<file path="src/rtl/diff_peak_detect_if.sv">
// Stream bundle for diff_peak_detect: derivative samples in, peak events out.
interface diff_peak_detect_if #(
    parameter int unsigned DATA_WIDTH  = 17,
    parameter int unsigned INDEX_WIDTH = 16
);
    logic                          in_valid;
    logic                          in_ready;
    logic signed [DATA_WIDTH-1:0]  in_data;
    logic                          out_valid;
    logic                          out_ready;
    logic        [INDEX_WIDTH-1:0] out_index;
    logic        [INDEX_WIDTH-1:0] out_interval;

    modport master (
        output in_valid, in_data, out_ready,
        input  in_ready, out_valid, out_index, out_interval
    );

    modport slave (
        input  in_valid, in_data, out_ready,
        output in_ready, out_valid, out_index, out_interval
    );
endinterface

</file>
<file path="src/rtl/diff_peak_detect.sv">
// Detects positive-to-negative derivative sign changes (with hysteresis) and
// emits one event per peak carrying its sample index and the gap to the previous peak.
module diff_peak_detect #(
    parameter int unsigned DATA_WIDTH  = 17,
    parameter int unsigned INDEX_WIDTH = 16,
    parameter int unsigned THRESHOLD   = 0
) (
    input  logic             clk,
    input  logic             reset,
    diff_peak_detect_if.slave bus
);
    localparam int unsigned CMP_WIDTH = DATA_WIDTH + 1;

    localparam logic [1:0] ST_IDLE    = 2'd0;
    localparam logic [1:0] ST_RISING  = 2'd1;
    localparam logic [1:0] ST_FALLING = 2'd2;

    logic [1:0]             state_q, state_d;
    logic [INDEX_WIDTH-1:0] idx_q, idx_d;
    logic [INDEX_WIDTH-1:0] last_peak_q, last_peak_d;
    logic                   first_q, first_d;
    logic                   out_valid_q, out_valid_d;
    logic [INDEX_WIDTH-1:0] out_index_q, out_index_d;
    logic [INDEX_WIDTH-1:0] out_interval_q, out_interval_d;

    logic                        in_ready_c;
    logic                        accept_c;
    logic                        fire_c;
    logic                        is_pos_c;
    logic                        is_neg_c;
    logic signed [CMP_WIDTH-1:0] data_ext_c;
    logic signed [CMP_WIDTH-1:0] thr_pos_c;
    logic signed [CMP_WIDTH-1:0] thr_neg_c;

    // One extra bit keeps -THRESHOLD and the most-negative sample free of overflow
    always_comb begin
        data_ext_c = {bus.in_data[DATA_WIDTH-1], bus.in_data};
        thr_pos_c  = CMP_WIDTH'(THRESHOLD);
        thr_neg_c  = -thr_pos_c;
        is_pos_c   = data_ext_c > thr_pos_c;
        is_neg_c   = data_ext_c < thr_neg_c;
    end

    assign in_ready_c       = !out_valid_q || bus.out_ready;
    assign accept_c         = bus.in_valid && in_ready_c;
    assign bus.in_ready     = in_ready_c;
    assign bus.out_valid    = out_valid_q;
    assign bus.out_index    = out_index_q;
    assign bus.out_interval = out_interval_q;

    // Slope FSM, sample counter and single-entry event register
    always_comb begin
        state_d        = state_q;
        idx_d          = idx_q;
        last_peak_d    = last_peak_q;
        first_d        = first_q;
        out_valid_d    = out_valid_q;
        out_index_d    = out_index_q;
        out_interval_d = out_interval_q;
        fire_c         = 1'b0;

        if (out_valid_q && bus.out_ready) begin
            out_valid_d = 1'b0;
        end

        if (accept_c) begin
            idx_d = idx_q + 1'b1;
            if (is_pos_c) begin
                state_d = ST_RISING;
            end else if (is_neg_c) begin
                fire_c  = (state_q == ST_RISING);
                state_d = ST_FALLING;
            end
        end

        if (fire_c) begin
            out_valid_d    = 1'b1;
            out_index_d    = idx_q;
            out_interval_d = first_q ? '0 : idx_q - last_peak_q;
            last_peak_d    = idx_q;
            first_d        = 1'b0;
        end
    end

    always_ff @(posedge clk) begin
        if (!reset) begin
            state_q        <= ST_IDLE;
            idx_q          <= '0;
            last_peak_q    <= '0;
            first_q        <= 1'b1;
            out_valid_q    <= 1'b0;
            out_index_q    <= '0;
            out_interval_q <= '0;
        end else begin
            state_q        <= state_d;
            idx_q          <= idx_d;
            last_peak_q    <= last_peak_d;
            first_q        <= first_d;
            out_valid_q    <= out_valid_d;
            out_index_q    <= out_index_d;
            out_interval_q <= out_interval_d;
        end
    end
endmodule
</file>
<file path="src/flat_wrapper.sv">
// flat-port wrapper written by rule: the top's interface ports become plain ports
module diff_peak_detect_flat 
#(
    parameter int unsigned DATA_WIDTH  = 17,
    parameter int unsigned INDEX_WIDTH = 16,
    parameter int unsigned THRESHOLD   = 0
)
  (clk, reset, bus_in_valid, bus_in_data, bus_out_ready, bus_in_ready, bus_out_valid, bus_out_index, bus_out_interval);
  diff_peak_detect_if #(.DATA_WIDTH(DATA_WIDTH), .INDEX_WIDTH(INDEX_WIDTH)) bus_i ();
  input  logic clk;
  input  logic reset;
  input wire logic [$bits(bus_i.in_valid)-1:0] bus_in_valid;
  input wire logic [$bits(bus_i.in_data)-1:0] bus_in_data;
  input wire logic [$bits(bus_i.out_ready)-1:0] bus_out_ready;
  output wire logic [$bits(bus_i.in_ready)-1:0] bus_in_ready;
  output wire logic [$bits(bus_i.out_valid)-1:0] bus_out_valid;
  output wire logic [$bits(bus_i.out_index)-1:0] bus_out_index;
  output wire logic [$bits(bus_i.out_interval)-1:0] bus_out_interval;
  assign bus_i.in_valid = bus_in_valid;
  assign bus_i.in_data = bus_in_data;
  assign bus_i.out_ready = bus_out_ready;
  assign bus_in_ready = bus_i.in_ready;
  assign bus_out_valid = bus_i.out_valid;
  assign bus_out_index = bus_i.out_index;
  assign bus_out_interval = bus_i.out_interval;
  diff_peak_detect #(.DATA_WIDTH(DATA_WIDTH), .INDEX_WIDTH(INDEX_WIDTH), .THRESHOLD(THRESHOLD)) u_core (.clk(clk), .reset(reset), .bus(bus_i));
endmodule
</file>
<file path="config.mk">
export PLATFORM = sky130hd
export DESIGN_NAME = diff_peak_detect_flat
export DESIGN_NICKNAME = d
export VERILOG_FILES = /design/src/rtl/diff_peak_detect_if.sv /design/src/rtl/diff_peak_detect.sv /design/src/flat_wrapper.sv
export SDC_FILE = /design/constraint.sdc
export NUM_CORES = 1
export LEC_CHECK = 0
export BUFFER_PORTS_ARGS = -buffer_cell sky130_fd_sc_hd__clkbuf_2
export CAP_MARGIN = 20
export CORE_MARGIN = 5
export CORE_UTILIZATION = 59
export DETAILED_ROUTE_END_ITERATION = 6
export GPL_ROUTABILITY_DRIVEN = 0
export HOLD_SLACK_MARGIN = 0.02
export PLACE_DENSITY = 0.84
export SLEW_MARGIN = 40
export SYNTH_ARGS = -nofsm -noshare
export SYNTH_HDL_FRONTEND = slang
export SYNTH_SLANG_ARGS = --single-unit
</file>
<file path="constraint.sdc">
create_clock -name clk -period 4.23 [get_ports clk]
set_input_delay 0.423 -clock clk [delete_from_list [all_inputs] [get_ports clk]]
set_output_delay 0.423 -clock clk [all_outputs]
set_load 0.05 [all_outputs]
</file>
---- Word level (Yosys, flattened, before mapping) ----
Index checks and enable logic that the tools add are counted.
word-level totals
  register bits after elaboration ......... 52
  output and inout port bits .............. 34
  word-level logic and storage cells ...... 26
operators by class
  add/sub/neg operators ................... 2
  magnitude comparators ................... 2
  equal/unequal tests ..................... 1
  multiplexer cells ....................... 8
  reductions and logical operators ........ 7
operator list
  operator                                                      count
  > comparator 17 x 1 -> 1 bit (second input constant)          1
  less-than comparator 17 x 1 -> 1 bit (second input constant)  1
  adder 16 x 1 -> 16 bit (second input constant)                1
  two-way mux 16 bit                                            1
  subtractor 16 bit                                             1
  two-way mux 1 bit                                             5
  two-way mux 2 bit                                             2
  nonzero test 2 bit                                            2
  == test 2 x 1 -> 1 bit (second input constant)                1
  logical AND 1 bit                                             2
  AND reduction 2 bit                                           1
  logical NOT 1 bit                                             1
  logical OR 1 bit                                              1

---- Depth between registers and ports, before layout ----
Gate-level depths: netlist of run 1.
  depth after elaboration ................. 5
  gate-level depth with buffers ........... 9
  gate-level depth less buffers ........... 9

---- Worst setup path after synthesis of run 1 ----
OpenSTA, ideal clock, no wires.
  path type ............................... register -> register
  from .................................... reg u_core.bus.out_index[6] (netlist name)
  to ...................................... reg u_core.out_interval_q[13], in the netlist u_core.bus.out_interval[13]
  setup time .............................. 0.117 ns
  arrival time ............................ 2.240 ns
  slack ................................... 1.873 ns
  cell stages (with the launch flop) ...... 9
  path through ............................ dfxtp_1 -> inv_1 -> ha_1 -> a21oi_1 -> o21bai_1 -> a21o_1 -> o21a_1 -> or3_1 -> a32o_1
RTL lines
  element                 RTL line                 RTL
  end signal: assignment  diff_peak_detect.sv:101  out_interval_q <= out_interval_d;
  end: declaration        diff_peak_detect.sv:24   logic [INDEX_WIDTH-1:0] out_interval_q, out_interval_d;

---- Worst setup path after layout of run 1 ----
  from .................................... reg u_core.idx_q[3]
  to ...................................... reg u_core.out_interval_q[15], in the netlist u_core.bus.out_interval[15]
on the way
  longest elaborated chain between the ends .. 2
RTL lines
  element                   RTL line                RTL
  start: declaration        diff_peak_detect.sv:19  logic [INDEX_WIDTH-1:0] idx_q, idx_d;
  start signal: assignment  diff_peak_detect.sv:96  idx_q <= idx_d;
  subtractor 16 bit         diff_peak_detect.sv:79  out_interval_d = first_q ? '0 : idx_q - last_peak_q;
  two-way mux 16 bit        diff_peak_detect.sv:79
No other way between the ends.
A chain may end at the register's enable or synchronous reset.

==> results of run 1 <==
## cell usage after synthesis (2+ instances only)
cell type / n
dfxtp_1: 52
nand2_1: 26
nor2b_1: 24
inv_1: 22
ha_1: 17
mux2i_1: 17
a21oi_1: 16
and2_1: 15
xnor2_1: 14
nor2_1: 12
clkbuf_1: 9
xor2_1: 9
nand3_1: 8
o21ai_0: 7
a21o_1: 6
a22o_1: 6
and3_1: 5
buf_2: 5
nand2b_1: 5
nand4_1: 5
nor4_1: 4
o211ai_1: 4
a22oi_1: 3
a31oi_1: 3
a32o_1: 3
and4_1: 3
nor3_1: 3
or3_1: 3
a211oi_1: 2
a21boi_0: 2
o21a_1: 2
o21bai_1: 2
## report_power, final
group / internal [W] / switching, W
Sequential: 0.000493 / 0.00000391
Clock: 0.000133 / 0.000165
Combinational: 0.0000316 / 0.0000378
Total: 0.000658 / 0.000207
## flip-flops by register name (all words and copies together), names as in the netlist
| register | count |
|---|---|
| u_core.idx_q | 16 |
| u_core.state_q | 2 |
| u_core.first_q | 1 |
| u_core.bus.out_valid | 1 |
| u_core.bus.out_index | 16 |
| u_core.bus.out_interval | 16 |
## per-layer routing
| metal | vias to the layer above | share of wire, % |
|---|---|---|
| li1 | 1216 | - |
| met1 | 1065 | 46 |
| met2 | 69 | 46 |
| met3 | 10 | 5.8 |
| met4 | 0 | 1.7 |
| met5 | - | 0 |
## through the flow
step	instance area, um^2	total power [W]	utilization (%)	std cells
global placement	3161	0.0005750	66.91	431
detailed placement	3161	0.0005772	66.91	431
global route	3258	0.0009021	68.98	439
floorplan	2865	0.0005581	-	324
CTS	3258	0.0008707	68.98	439
finish	3258	0.0008644	68.98	439
## tightest hold or removal path: cells and delay by family
family,cells,cell delay (ns)
AND/OR/NAND/NOR,1,0.08
AO/OA/AOI/OAI,1,0.07
buffers and inverters,1,0.11
## cell families (layout without fill, tap and decap cells)
group,Yosys count,count (layout),synth area share [%]
compound gates,60,60,14.32
mux,17,17,5.939
buf+inv,37,85,5.196
simple gates,117,117,23.06
xor+xnor,23,23,7.031
flops,52,52,36.33
fa+ha+maj,18,18,8.122
## cell type report
cell class	count	area [um^2]
clock buffers	6	82.58
well taps	67	83.83
multi-input cells	235	1675
clock inverters	2	15.01
flip-flops and latches	52	1041
repair buffers	55	277.8
fillers	382	1465
inverters	22	82.58
## how the worst max path moves through the flow
| stage | slack, ns | depth (start not counted) | startpoint | endpoint |
|---|---|---|---|---|
| 6_report | 1.82 | 7 | u_core.idx_q[3]$_SDFFE_PN0P_ | u_core.bus.out_interval[15]$_SDFFE_PN0P_ |
| 5_1_grt | 1.59 | 7 | u_core.bus.out_valid$_SDFFE_PN0P_ | u_core.bus.out_interval[15]$_SDFFE_PN0P_ |
| 4_1_cts | 1.84 | 7 | u_core.bus.out_valid$_SDFFE_PN0P_ | u_core.bus.out_interval[15]$_SDFFE_PN0P_ |
| 3_5_place_dp | 1.63 | 8 | bus_out_ready | u_core.bus.out_interval[15]$_SDFFE_PN0P_ |
| 3_3_place_gp | 1.71 | 8 | bus_out_ready | u_core.bus.out_interval[15]$_SDFFE_PN0P_ |
| 2_1_floorplan | 1.87 | 8 | u_core.bus.out_index[6]$_SDFFE_PN0P_ | u_core.bus.out_interval[13]$_SDFFE_PN0P_ |
==> summary.txt, run 1 <==
Global routing
  • Total grt overflow: 0
  • Vias in the first global route: 2347
  • Grt met2 use: 35.06%
  • Initial antenna violation count: 0
  • M1 GR Usage: 25.82%
  • Tot GR Track Use: 20.59%
  • First-pass GRT wire length: 10490 um
  • Largest net degree at the start of global routing: 48
  • Top Usage Layer GRT: met2
  • GRT met3 Usage: 4.176%

Clock tree
  • Clock transition at path regs: 0.09 ns
  • Clk sink count: 52
  • Root Driver: clkbuf_8
  • CTS Buffer Depth: 2
  • H-Tree Depth: 2
  • Post-CTS setup buffers: 0
  • CTS Hold Buffers Added: 0
  • Post-CTS sizing: 0
  • CTS tree: done
  • CTS Buf Count: 5
  • Clk_lat worst skew: 0.31 ns

Pwr
  • Total power per unit cell area: 265.3 nW/um^2
  • Worst VDD drop: 165.3 uV
  • Standby leakage power: 1.577 nW

Run
  • Max-capacitance violation count: 0

Drt
  • Post-Route WL: 6043 um
  • Drt drc: 0
  • Via density per instance: 5.376
  • DR iter-0 viols: 217
  • TritonRoute pass-1 iters: 4
  • Via Count: 2360
  • Wire per inst: 13.77 um
  • Antenna-violating nets left: 0

Min path
  • Worst Hold Endpoint: u_core.state_q[1]$_SDFFE_PN0P_
  • Cell depth of the worst hold path: 3
  • Hold Crit Class: input port to register
  • Hold_sp: bus_in_data[16]

Synth
  • Net count after synthesis: 363
  • Top-area cell type share of the netlist area: 36.33%
  • Synth warn: 0
  • Synth async-reset ratio: 0%
  • Post-Synthesis Cells: 324
  • Area leader, netlist: dfxtp_1
  • Post-synthesis sequential area ratio: 36.33%
  • Mapped Avg Cell Area: 8.843 um^2
  • Synthesis-stage register bit count: 52
  • Synth top area cells: dfxtp_1 36%, ha_1 7.4%, mux2i_1 5.9%, nor2b_1 5.2%, xnor2_1 4.3%
  • Cell Area, Synth: 2865 um^2
  • Post-synth EDFFs: 0
  • Cell variety after synth: 42
  • Top FF cell, synth: dfxtp_1

Timing
  • RSZ-0062 raised after global routing: no
  • Worst Slack Setup Final: 1.818 ns
  • Tcrit/Tclk final: 57.01%
  • Worst-Margin Slew: 0.7582 ns
  • Pins Over Slew Limit: 0
  • Finish-stage setup viols: 0
  • Fin crit period: 2.412 ns
  • Slew headroom: 48.15%
  • Achievable Freq: 0.4147 GHz
  • Sum Neg Setup Slack: 0 ns
  • Hold Slack: 0.4308 ns
  • Hold Vio Cnt, Final: 0
  • Skew final: 0.006318 ns

Die
  • I/O Pins: 55
  • DIE AREA: 6350 um^2
  • DIE WIDTH: 79.69 um
  • Initial Utilization: 60.66%
  • Die height: 79.69 um
  • Core area: 4723 um^2
  • Core Rows: 25

Status
  • Outcome: finished, final reports clean

Final layout
  • Most used cells in the layout excluding fill and tap cells: 54 x clkbuf_2, 52 x dfxtp_1, 26 x nand2_1
  • Inserted Diodes: 0
  • Commonest non-fill, non-tap cell in the layout: clkbuf_2
  • Share of layout cells above drive strength 1: 17.74%
  • Area grow syn2layout: 13.71%
  • # nets final: 410

Setup path
  • Critical R2R Launch: u_core.idx_q[3]$_SDFFE_PN0P_
  • CP cell instances: ha_1 > o211ai_1 > a21o_1 > a21o_1 > a2111oi_0 > or4b_1 > nand3_1
  • Cell family with most CP delay: compound AO/OA/AOI/OAI gates
  • Worst-path fanout max: 7
  • CP arrival: 2.61 ns
  • Worst path most repeated cell: a21o_1
  • CP startpoint kind: register
  • Critical path's largest stage delay: 0.72 ns
  • Worst path required time: 4.43 ns
  • CP Class: register to register
  • Worst R2R End: u_core.bus.out_interval[15]$_SDFFE_PN0P_
  • Slowest CP cell: a2111oi_0
  • Crit path buffers/inverters: 0
  • R2r worst-path depth: 7
  • Worst setup EP type: register
  • R2r setup slk: 1.82 ns

Place
  • Setup Slack @ Placement: 1.632 ns
  • Number of I/O port buffers: 54
  • Hpwl dp: 4532 um
(Power assumes the default switching activity.)
==> run 2, diff against run 1 <==
--- a/config.mk
+++ b/config.mk
@@ -8,11 +8,11 @@
 export BUFFER_PORTS_ARGS = -buffer_cell sky130_fd_sc_hd__clkbuf_2
 export CAP_MARGIN = 20
 export CORE_MARGIN = 5
-export CORE_UTILIZATION = 59
+export CORE_UTILIZATION = 55
 export DETAILED_ROUTE_END_ITERATION = 6
 export GPL_ROUTABILITY_DRIVEN = 0
 export HOLD_SLACK_MARGIN = 0.02
-export PLACE_DENSITY = 0.84
+export PLACE_DENSITY = 0.79
 export SLEW_MARGIN = 40
 export SYNTH_ARGS = -nofsm -noshare
 export SYNTH_HDL_FRONTEND = slang
==> constraint.sdc (replaced) <==
create_clock -name clk -period 2.3 [get_ports clk]
set_input_delay 0.23 -clock clk [delete_from_list [all_inputs] [get_ports clk]]
set_output_delay 0.23 -clock clk [all_outputs]
set_load 0.05 [all_outputs]
==> summary.txt, run 2 (synthesis gave the netlist of run 1 again) <==
Status
  • Outcome: finished, final reports clean (unchanged)

Final layout
  • Commonest non-fill, non-tap cell in the layout: clkbuf_2 (unchanged)
  • Utilization after layout: 68.20% (was 68.98%)
  • Most used cells in the layout excluding fill and tap cells: 54 x clkbuf_2, 44 x dfxtp_1, 25 x nand2_1 (was 54 x clkbuf_2, 52 x dfxtp_1, 26 x nand2_1)
  • # nets final: 423 (was 410)
  • Inserted Diodes: 0 (unchanged)
  • Area grow syn2layout: 20.79% (was 13.71%)
  • Share of layout cells above drive strength 1: 24.94% (was 17.74%)
  • Fillers: 401 (was 382)

Die
  • Core area: 5075 um^2 (was 4723 um^2)
  • Die height: 82.18 um (was 79.69 um)
  • DIE WIDTH: 82.18 um (was 79.69 um)
  • Initial Utilization: 56.46% (was 60.66%)
  • Core Rows: 26 (was 25)
  • DIE AREA: 6753 um^2 (was 6350 um^2)
  • I/O Pins: 55 (unchanged)

Drt
  • Via Count: 2432 (was 2360)
  • DR iter-0 viols: 196 (was 217)
  • DR WL met2: 2886 um (was 2808 um)
  • Wire per inst: 14.01 um (was 13.77 um)
  • WL met3: 335 um (was 350 um)
  • Drt drc: 0 (unchanged)
  • Top sig layer: met4 (unchanged)
  • TritonRoute pass-1 iters: 4 (unchanged)
  • DRT met1 WL: 3064 um (was 2784 um)
  • Post-Route WL: 6376 um (was 6043 um)
  • Via density per instance: 5.345 (was 5.376)
  • Antenna-violating nets left: 0 (unchanged)

Timing
  • Hold Slack: 0.2338 ns (was 0.4308 ns)
  • Pins Over Slew Limit: 0 (unchanged)
  • Skew final: 0.003397 ns (was 0.006318 ns)
  • Worst Slack Setup Final: 0.1010 ns (was 1.818 ns)
  • Slew headroom: 76.33% (was 48.15%)
  • Fin crit period: 2.199 ns (was 2.412 ns)
  • Tcrit/Tclk final: 95.61% (was 57.01%)
  • Achievable Freq: 0.4547 GHz (was 0.4147 GHz)
  • Finish-stage setup viols: 0 (unchanged)
  • Hold Vio Cnt, Final: 0 (unchanged)
  • Worst-Margin Slew: 0.3551 ns (was 0.7582 ns)
  • Sum Neg Setup Slack: 0 ns (unchanged)

Pwr
  • Sw frac: 22.16% (was 23.94%)
  • Sequential share of power: 54.7% (was 57.5%)
  • Worst VDD drop: 306.6 uV (was 165.3 uV)
  • Total chip power: 0.001672 W (was 0.0008644 W)
  • Total power per unit cell area: 483.2 nW/um^2 (was 265.3 nW/um^2)
  • Clock power share: 36.6% (was 34.5%)
  • Standby leakage power: 1.673 nW (was 1.577 nW)
  • Comb power frac: 8.7% (was 8.0%)
  • P_sw: 0.0003707 W (was 0.0002069 W)
  • Internal: 0.001302 W (was 0.0006575 W)

Global routing
  • Vias in the first global route: 2271 (was 2347)
  • Tot GR Track Use: 20.58% (was 20.59%)
  • Initial antenna violation count: 0 (unchanged)
  • Largest net degree at the start of global routing: 47 (was 48)
  • First-pass GRT wire length: 10790 um (was 10490 um)
  • Total grt overflow: 0 (unchanged)

Setup path
  • Cell family with most CP delay: compound AO/OA/AOI/OAI gates (unchanged)
  • Slowest CP cell: or4b_1 (was a2111oi_0)
  • Crit path buffers/inverters: 1 (was 0)
  • CP Class: register to register (unchanged)
  • R2r setup slk: 0.10 ns (was 1.82 ns)
  • CP cell instances: inv_1 > ha_1 > a21oi_1 > o21ai_0 > a221o_1 > or4b_1 > nand3_1 (was ha_1 > o211ai_1 > a21o_1 > a21o_1 > a2111oi_0 > or4b_1 > nand3_1)
  • CP arrival: 2.45 ns (was 2.61 ns)
  • Worst path required time: 2.55 ns (was 4.43 ns)
  • Worst-path fanout max: 9 (was 7)
  • CP startpoint kind: register (unchanged)
  • Critical path's largest stage delay: 0.50 ns (was 0.72 ns)
  • Worst setup EP type: register (unchanged)

Clock tree
  • CTS tree: done (unchanged)
  • CTS Buf Count: 5 (unchanged)
  • CTS Buffer Depth: 2 (unchanged)
  • Root Driver: clkbuf_8 (unchanged)
  • Clock transition at path regs: 0.09 ns (about the same)
  • CTS Hold Buffers Added: 0 (unchanged)
  • Clk sink count: 52 (unchanged)
  • Clk_lat worst skew: 0.30 ns (was 0.31 ns)
  • H-Tree Depth: 2 (unchanged)

Place
  • Setup Slack @ Placement: 0.04625 ns (was 1.632 ns)
  • Hpwl dp: 4822 um (was 4532 um)
  • Number of I/O port buffers: 54 (unchanged)

Run
  • Max-capacitance violation count: 0 (unchanged)

Min path
  • Hold Crit Class: input port to register (unchanged)
==> run 2: cell count changes in the layout (fill, tap and decap cells not counted), sizes merged <==
cell,change
bufinv,+1
buf,+13
clkinv,+1
clkinvlp,-2
==> run 2: worst paths after layout <==
check	start	end	depth (start not counted)
worst max-delay path	u_core.bus.out_index[8]$_SDFFE_PN0P_	u_core.bus.out_interval[15]$_SDFFE_PN0P_	7
worst min-delay path	bus_in_data[16]	u_core.state_q[1]$_SDFFE_PN0P_	3
worst max register to register	u_core.bus.out_index[8]$_SDFFE_PN0P_	u_core.bus.out_interval[15]$_SDFFE_PN0P_	7
worst min register to register	u_core.bus.out_interval[13]$_SDFFE_PN0P_	u_core.bus.out_interval[13]$_SDFFE_PN0P_	1
==> run 2: cell type report <==
type | count | area (um^2) | area share, %
inverter | 22 | 82.58 | 2.386
timing repair buffer | 68 | 375.4 | 10.85
sequential | 52 | 1051 | 30.37
clock buffer | 6 | 72.57 | 2.097
clock inverter | 2 | 35.03 | 1.012
multi-input combinational | 235 | 1757 | 50.76
tap | 70 | 87.58 | 2.531
==> run 2: through the flow <==
| step | std cells | area (um^2) |
|---|---|---|
| floorplan | 324 | 2873 |
| global placement | 446 | 3262 |
| detailed placement | 446 | 3262 |
| CTS | 454 | 3369 |
| global route | 455 | 3461 |
| finish | 455 | 3461 |
==> run 2: tightest hold or removal path, stage by stage <==
cell	delay (ns)
clkbuf_2	0.11
nand2_1	0.08
a21boi_0	0.07
==> run 2: what timing repair did <==
action                                  CTS  global route
setup buffers                             0             1
resized for setup                         0            14
endpoints found under the setup margin    0             5
==> run 2: metal layers <==
layer,global-route usage [%],vias to the layer above
met4,6.977,0
met5,0,-
met2,32.47,72
met3,2.928,7
li1,-,1235
met1,28.75,1118
==> run 2: power groups by stage <==
| stage | clock, W | sequential [W] | combinational, W |
|---|---|---|---|
| floorplan | 0 | 0.000937 | 0.0000892 |
| global placement | 0 | 0.000935 | 0.000133 |
| detailed placement | 0 | 0.000935 | 0.000136 |
| CTS | 0.000630 | 0.000915 | 0.000136 |
| global route | 0.000681 | 0.000916 | 0.000163 |
| finish | 0.000612 | 0.000915 | 0.000145 |
